[src/rtl/tlc_phase_rr_pkg.sv]
// tlc_phase_rr_pkg
// Shared definitions for the phase-based traffic light controller:
//   - colors      : 2-bit light encoding driven on each light pair
//   - tlc_state_t : controller state (all-red, green, yellow)
//   - default phase masks for the 5-sensor / 5-light intersection
//     (bit order 0 e_str, 1 w_str, 2 e_left, 3 w_left, 4 ns)
//   - ctr_w       : width of a counter that must hold 0..max_val
// No ports (package).
package tlc_phase_rr_pkg;

  typedef enum logic [1:0] {
    RED    = 2'b00,
    YELLOW = 2'b01,
    GREEN  = 2'b10
  } colors;

  typedef enum logic [1:0] {
    TLC_ALLRED = 2'd0,
    TLC_GREEN  = 2'd1,
    TLC_YELLOW = 2'd2
  } tlc_state_t;

  // Slice p (5 bits each, phase 0 in the LSBs):
  //   p0 e_str+w_str, p1 e_str+e_left, p2 w_str+w_left, p3 both lefts, p4 ns
  localparam logic [24:0] DEF_PHASE_SENSORS = 25'b10000_01100_01010_00101_00011;
  localparam logic [24:0] DEF_PHASE_LIGHTS  = 25'b10000_01100_01010_00101_00011;

  // A counter whose largest value is 0 still needs one bit to exist.
  function automatic int ctr_w(input int max_val);
    return (max_val > 0) ? $clog2(max_val + 1) : 1;
  endfunction

endpackage

[src/rtl/tlc_phase_rr_pick.sv]
// rr_phase_pick
// Combinational round-robin selector. Starting after the last served
// phase, scans last+1, last+2, ... modulo NUM_PHASES and returns the first
// phase with demand; the last phase itself is considered last of all.
// Ports:
//   demand [NUM_PHASES-1:0]       in  per-phase request
//   last   [$clog2(NUM_PHASES)]   in  most recently served phase
//   found                         out some phase has demand
//   pick   [$clog2(NUM_PHASES)]   out selected phase (== last when !found)
module rr_phase_pick
  import tlc_phase_rr_pkg::*;
#(
  parameter int NUM_PHASES = 5
) (
  input  logic [NUM_PHASES-1:0]         demand,
  input  logic [$clog2(NUM_PHASES)-1:0] last,
  output logic                          found,
  output logic [$clog2(NUM_PHASES)-1:0] pick
);

  localparam int PW = $clog2(NUM_PHASES);

  // cand[i] is the phase i steps after last; cand[NUM_PHASES] wraps to last.
  logic [PW-1:0] cand [1:NUM_PHASES];

  for (genvar i = 1; i <= NUM_PHASES; i++) begin : g_cand
    assign cand[i] = PW'((32'(last) + 32'(i)) % 32'(NUM_PHASES));
  end

  // Walk from the farthest candidate to the nearest so the nearest
  // requesting phase is the final assignment.
  always_comb begin
    found = 1'b0;
    pick  = last;
    for (int i = NUM_PHASES; i >= 1; i--) begin
      if (demand[cand[i]]) begin
        found = 1'b1;
        pick  = cand[i];
      end
    end
  end

endmodule

[src/rtl/tlc_phase_rr.sv]
// tlc_phase_rr
// N-phase round-robin traffic light controller (Moore). Each phase has a
// sensor mask (who requests it) and a light mask (who goes green). Phases
// are served round-robin with green-max and vacancy timeouts, a fixed
// yellow time and a minimum all-red time, plus emergency preemption.
// Ports:
//   clk            in  clock
//   reset          in  synchronous active-high reset
//   sensors        in  [NUM_SENSORS] traffic sensors
//   preempt        in  emergency preemption request
//   preempt_phase  in  [$clog2(NUM_PHASES)] preemption target phase
//   lights         out [2*NUM_LIGHTS] color of light i at [2i+1:2i]
//   cur_phase      out [$clog2(NUM_PHASES)] phase last granted green
//   green_active   out high while in GREEN
module tlc_phase_rr
  import tlc_phase_rr_pkg::*;
#(
  parameter int NUM_PHASES  = 5,
  parameter int NUM_SENSORS = 5,
  parameter int NUM_LIGHTS  = 5,
  parameter logic [NUM_PHASES*NUM_SENSORS-1:0] PHASE_SENSORS = DEF_PHASE_SENSORS,
  parameter logic [NUM_PHASES*NUM_LIGHTS-1:0]  PHASE_LIGHTS  = DEF_PHASE_LIGHTS,
  parameter int GREEN_MAX   = 10,
  parameter int VACANT_TO   = 5,
  parameter int YELLOW_CYC  = 2,
  parameter int ALLRED_CYC  = 1
) (
  input  logic                          clk,
  input  logic                          reset,
  input  logic [NUM_SENSORS-1:0]        sensors,
  input  logic                          preempt,
  input  logic [$clog2(NUM_PHASES)-1:0] preempt_phase,
  output logic [2*NUM_LIGHTS-1:0]       lights,
  output logic [$clog2(NUM_PHASES)-1:0] cur_phase,
  output logic                          green_active
);

  localparam int PW = $clog2(NUM_PHASES);
  localparam int GW = ctr_w(GREEN_MAX - 1);
  localparam int VW = ctr_w(VACANT_TO - 1);
  localparam int YW = ctr_w(YELLOW_CYC - 1);
  localparam int AW = ctr_w(ALLRED_CYC - 1);

  localparam logic [GW-1:0] G_LAST = GW'(GREEN_MAX - 1);
  localparam logic [VW-1:0] V_LAST = VW'(VACANT_TO - 1);
  localparam logic [YW-1:0] Y_LAST = YW'(YELLOW_CYC - 1);
  localparam logic [AW-1:0] A_LAST = AW'(ALLRED_CYC - 1);

  tlc_state_t      state_q, state_d;
  logic [PW-1:0]   cur_phase_q, cur_phase_d;
  logic [GW-1:0]   g_ctr_q, g_ctr_d;
  logic [VW-1:0]   v_ctr_q, v_ctr_d;
  logic [YW-1:0]   y_ctr_q, y_ctr_d;
  logic [AW-1:0]   ar_ctr_q, ar_ctr_d;

  logic [NUM_PHASES-1:0] demand, conflict;
  logic                  pre_ok;
  logic                  rr_found;
  logic [PW-1:0]         rr_pick;
  logic [NUM_LIGHTS-1:0] lit_mask;
  colors                 on_color;

  always_comb begin
    for (int p = 0; p < NUM_PHASES; p++) begin
      demand[p]   = |(sensors &  PHASE_SENSORS[p*NUM_SENSORS +: NUM_SENSORS]);
      conflict[p] = |(sensors & ~PHASE_SENSORS[p*NUM_SENSORS +: NUM_SENSORS]);
    end
  end

  // An out-of-range target phase makes the request meaningless; drop it.
  assign pre_ok = preempt && (32'(preempt_phase) < 32'(NUM_PHASES));

  rr_phase_pick #(.NUM_PHASES(NUM_PHASES)) u_pick (
    .demand (demand),
    .last   (cur_phase_q),
    .found  (rr_found),
    .pick   (rr_pick)
  );

  always_comb begin
    state_d     = state_q;
    cur_phase_d = cur_phase_q;
    g_ctr_d     = g_ctr_q;
    v_ctr_d     = v_ctr_q;
    y_ctr_d     = y_ctr_q;
    ar_ctr_d    = ar_ctr_q;
    unique case (state_q)
      TLC_ALLRED: begin
        if (ar_ctr_q == A_LAST) begin
          // Preemption and new grants are only honoured here, so yellow
          // and the minimum all-red are never cut short.
          if (pre_ok) begin
            state_d     = TLC_GREEN;
            cur_phase_d = preempt_phase;
            ar_ctr_d    = '0;
          end else if (rr_found) begin
            state_d     = TLC_GREEN;
            cur_phase_d = rr_pick;
            ar_ctr_d    = '0;
          end
        end else begin
          ar_ctr_d = ar_ctr_q + AW'(1);
        end
      end
      TLC_GREEN: begin
        g_ctr_d = (g_ctr_q == G_LAST) ? g_ctr_q : g_ctr_q + GW'(1);
        if (demand[cur_phase_q]) v_ctr_d = '0;
        else                     v_ctr_d = (v_ctr_q == V_LAST) ? v_ctr_q : v_ctr_q + VW'(1);
        // A preemption aimed at the running phase pins it green and
        // masks both timeouts.
        if ((pre_ok && preempt_phase != cur_phase_q) ||
            (!pre_ok && g_ctr_q == G_LAST && conflict[cur_phase_q]) ||
            (!pre_ok && v_ctr_q == V_LAST && !demand[cur_phase_q])) begin
          state_d = TLC_YELLOW;
          g_ctr_d = '0;
          v_ctr_d = '0;
          y_ctr_d = '0;
        end
      end
      TLC_YELLOW: begin
        if (y_ctr_q == Y_LAST) begin
          state_d  = TLC_ALLRED;
          y_ctr_d  = '0;
          ar_ctr_d = '0;
        end else begin
          y_ctr_d = y_ctr_q + YW'(1);
        end
      end
      default: begin
        state_d = TLC_ALLRED;
      end
    endcase
  end

  always_ff @(posedge clk) begin
    if (reset) begin
      state_q     <= TLC_ALLRED;
      cur_phase_q <= PW'(NUM_PHASES - 1);
      g_ctr_q     <= '0;
      v_ctr_q     <= '0;
      y_ctr_q     <= '0;
      ar_ctr_q    <= '0;
    end else begin
      state_q     <= state_d;
      cur_phase_q <= cur_phase_d;
      g_ctr_q     <= g_ctr_d;
      v_ctr_q     <= v_ctr_d;
      y_ctr_q     <= y_ctr_d;
      ar_ctr_q    <= ar_ctr_d;
    end
  end

  // Light decode uses only registered state; lights outside the current
  // phase mask (including lights in no phase at all) stay red.
  always_comb begin
    lit_mask = '0;
    for (int p = 0; p < NUM_PHASES; p++) begin
      if (cur_phase_q == PW'(p)) lit_mask = PHASE_LIGHTS[p*NUM_LIGHTS +: NUM_LIGHTS];
    end
    unique case (state_q)
      TLC_GREEN:  on_color = GREEN;
      TLC_YELLOW: on_color = YELLOW;
      default:    on_color = RED;
    endcase
    lights = '0;
    for (int i = 0; i < NUM_LIGHTS; i++) begin
      lights[2*i +: 2] = lit_mask[i] ? on_color : RED;
    end
  end

  assign cur_phase    = cur_phase_q;
  assign green_active = (state_q == TLC_GREEN);

endmodule

[config.mk]
export PLATFORM = sky130hd
export DESIGN_NAME = tlc_phase_rr
export DESIGN_NICKNAME = d
export VERILOG_FILES = /design/src/rtl/tlc_phase_rr_pkg.sv /design/src/rtl/tlc_phase_rr_pick.sv /design/src/rtl/tlc_phase_rr.sv
export SDC_FILE = /design/constraint.sdc
export NUM_CORES = 1
export LEC_CHECK = 0
export CORE_UTILIZATION = 60
export CTS_BUF_LIST = sky130_fd_sc_hd__clkbuf_16
export CTS_CLUSTER_DIAMETER = 60
export CTS_CLUSTER_SIZE = 16
export DETAILED_ROUTE_END_ITERATION = 16
export PLACE_DENSITY = 0.8
export SYNTH_ARGS = -nofsm -noshare
export SYNTH_HDL_FRONTEND = slang
export SYNTH_HIERARCHICAL = 1
export SYNTH_SLANG_ARGS = --single-unit
[constraint.sdc]
create_clock -name clk -period 6.33 [get_ports clk]
set_input_delay 0.9495 -clock clk [delete_from_list [all_inputs] [get_ports clk]]
set_output_delay 0.9495 -clock clk [all_outputs]
set_load 0.005 [all_outputs]
==> results.md <==
* NumNets Final at 432
* Status: complete, no violations
* Post-route cell area at 3120 µm²
* Final antenna-violating net count at 0
* Worst Path Max Fanout at 42
* Hold Startpoint: y_ctr_q$_SDFFE_PP0P_
* CP Launch Type: flop
* Crit path cell chain: buf_4, ha_1, xor2_2, inv_2, ha_1, nor2_1, a21oi_2, xnor2_1, inv_2, ha_1, nand2b_1, o211ai_1, o21ai_1, mux2i_1, nand2b_1, a2bb2oi_1, o21a_1, nand3b_4, or4_1, o21ai_0, nor2_1, a211oi_1
* Drt drc at 0
* Clock skew at 4.44 ps
* Yosys top cell by area: ha_1
* Worst hold stages at 2
* Slowest CP cell: or4_1
* Post-synthesis adder-cell area fraction at 17.4%
* Root Driver: clkbuf_16
* Die Y at 70.1 µm
* Fill cell count at 357
* Synthesized cell area at 2780 µm²
* Simple-gate share of the synthesized area at 27.1%
* Vias at 2,760
* Commonest cells post-synth: ha_1, nand2_1, nor2_1, inv_1, a21oi_1
* Crit path kind: reg -> reg
* Mux cell area share after synthesis at 11.2%
* Die W at 70.1 µm
* Synth warn at 6
* Antenna violations before repair at 0
* Final setup fails at 0
* Largest family of logic cells by synthesized area: simple AND/OR/NAND/NOR gates
* Vias/cell at 6.36
* Max cap viols at 0
* Cells after Synth at 363
* Clock transition at path regs at 50 ps
* Die area at 4910 µm²
* Htree depth at 1
* DP Area at 3040 µm²
* Syn Area/Cell at 7.66 µm²
* RR Endpoint: cur_phase[0]$_SDFFE_PP0P_
* Vias in the first global route at 2,658
* IO Port Bufs at 24
* Synth Area in Compound Gates at 24.2%
* # clock sinks at 13
* Most frequent CP cell: ha_1
* Worst setup EP type: flop
* First-pass GRT wire length at 12,300 µm
* Slowest stage delay, CP at 570 ps
* Routability cong. at 0.980
* Reg2reg start: cur_phase[0]$_SDFFE_PP0P_
* Hold-fix buffers at CTS at 0
* DRT iter0 DRCs at 253
* Final hold vios at 0
* Cell variety after synth at 69
* Grt ovf at 0
* Synth Flop Type: dfxtp_1
* Count leader, synth: ha_1
* R2r setup slk at 760 ps
* Num CTS Buffers at 3
* CTS resizes at 0
* Max-slew violations at 0
* Initial DRT Pass Iterations at 5
* Slew Limit Headroom at 45.4%
* Clock buffer depth at 2
* Row count at 24
* Area fraction of the dominant cell type after synthesis at 16.6%
* Mapped Nets at 412
* Overall Global Routing Usage at 30.0%
* # IOs at 25
* Worst Hold Class: reg -> reg
* Final min period at 5570 ps
* Async SR Flop Fraction at 0%
* Worst-skew pair later-pin latency at 250 ps
* Max Freq at 180 MHz
* Synth top area cells: ha_1, dfxtp_1, mux2i_1
* Final period utilization at 88.0%
* Area Overhead vs Synth at 12.1%
* R2R depth at 22
* Starting density of the core at 63.0%
* Avg WL per Cell at 16.1 µm
* Xor/xnor cell area share of the yosys netlist at 4.00%
* Diode count at 0
* Post-CTS setup buffers at 0
* Largest net degree at the start of global routing at 43
* Worst Max-Slew Pin Slew at 806 ps
* Hold path endpoint: y_ctr_q$_SDFFE_PP0P_
* Arrival time at the worst endpoint at 5730 ps
* Core area at 4410 µm²
* Yosys reg bits at 13
* CTS tree: done
* Placed wire-length estimate at 5300 µm
* Layout cells sized above 1 at 12.0%
* Total Wirelength at 7000 µm
* Unrepaired setup endpoints after global routing: no
* Final setup TNS at 0 ps
* Sequential share of the synthesized area at 9.36%
* Required @ worst endpoint at 6490 ps
* Post-synth EDFFs at 0
-- flip-flops by register name, indices dropped and copies added (netlist names) --
| signal | count |
|---|---|
| g_ctr_q | 4 |
| cur_phase | 3 |
| v_ctr_q | 3 |
| state_q | 2 |
| y_ctr_q | 1 |
-- stage by stage --
step | utilization (%) | std cells | hold WS (ps) | setup slack (ps)
global route | 70.6 | 434 | 505 | 335
global placement | 68.8 | 430 | 446 | 1070
finish | 70.6 | 434 | 463 | 759
floorplan | - | 363 | 435 | 1030
detailed placement | 68.8 | 430 | 456 | 879
CTS | 70.6 | 434 | 467 | 847
-- critical path: cells and delay by family, from the launching register on --
family	cells	cell delay, ps
AND/OR/NAND/NOR	6	1360
buffers and inverters	3	650
flip-flops	1	340
AO/OA/AOI/OAI	7	1430
multiplexers	1	330
adder cells (fa/ha/maj)	3	880
XOR/XNOR	2	510
-- per-layer routing --
layer / global-route usage (%) / share of wire [%]
met5: 0 / 0
met4: 4.89 / 0.70
met3: 6.93 / 7.1
met2: 47.6 / 46
met1: 42.1 / 47
-- layout make-up --
cell class | instances | area [µm²] | area share, %
clock inverters | 1 | 5.00 | 0.161
clock buffers | 3 | 75.1 | 2.41
flip-flops and latches | 13 | 260 | 8.35
multi-input cells | 307 | 2330 | 74.8
inverters | 31 | 116 | 3.73
repair buffers | 27 | 263 | 8.43
well taps | 52 | 65.1 | 2.09
-- layout by cell type, fill, tap and decap left out, drive strengths merged, types with 6 or more instances in the layout --
master / Yosys / layout
a21oi: 21 / 21
nor2: 28 / 28
nand2b: 14 / 14
a31oi: 12 / 12
ha: 37 / 37
xnor2: 7 / 7
nand4: 7 / 7
mux2i: 13 / 13
dfxtp: 13 / 13
nand2: 32 / 32
inv: 31 / 31
and2: 6 / 6
nand3: 11 / 11
nor3: 7 / 7
or2: 9 / 9
clkdlybuf4s50: 0 / 24
o21ai: 12 / 12
o211ai: 9 / 9
mux2: 6 / 6
-- kinds of logic after synthesis --
family	after synthesis
flops	13
compound gates	94
xor+xnor	11
fa+ha+maj	38
mux	24
simple gates	140
buf+inv	43
-- how the worst max path moves through the flow --
stage | from | end | cells after the start
2_1_floorplan | cur_phase[0]$_SDFFE_PP0P_ | cur_phase[0]$_SDFFE_PP0P_ | 22
3_3_place_gp | cur_phase[0]$_SDFFE_PP0P_ | cur_phase[0]$_SDFFE_PP0P_ | 22
3_5_place_dp | cur_phase[0]$_SDFFE_PP0P_ | cur_phase[0]$_SDFFE_PP0P_ | 22
4_1_cts | cur_phase[0]$_SDFFE_PP0P_ | cur_phase[0]$_SDFFE_PP0P_ | 22
5_1_grt | cur_phase[0]$_SDFFE_PP0P_ | cur_phase[0]$_SDFFE_PP0P_ | 22
6_report | cur_phase[0]$_SDFFE_PP0P_ | cur_phase[0]$_SDFFE_PP0P_ | 22
Power is not shown: default switching activity piles up to over one toggle a cycle in this logic, so the estimate is an artifact.
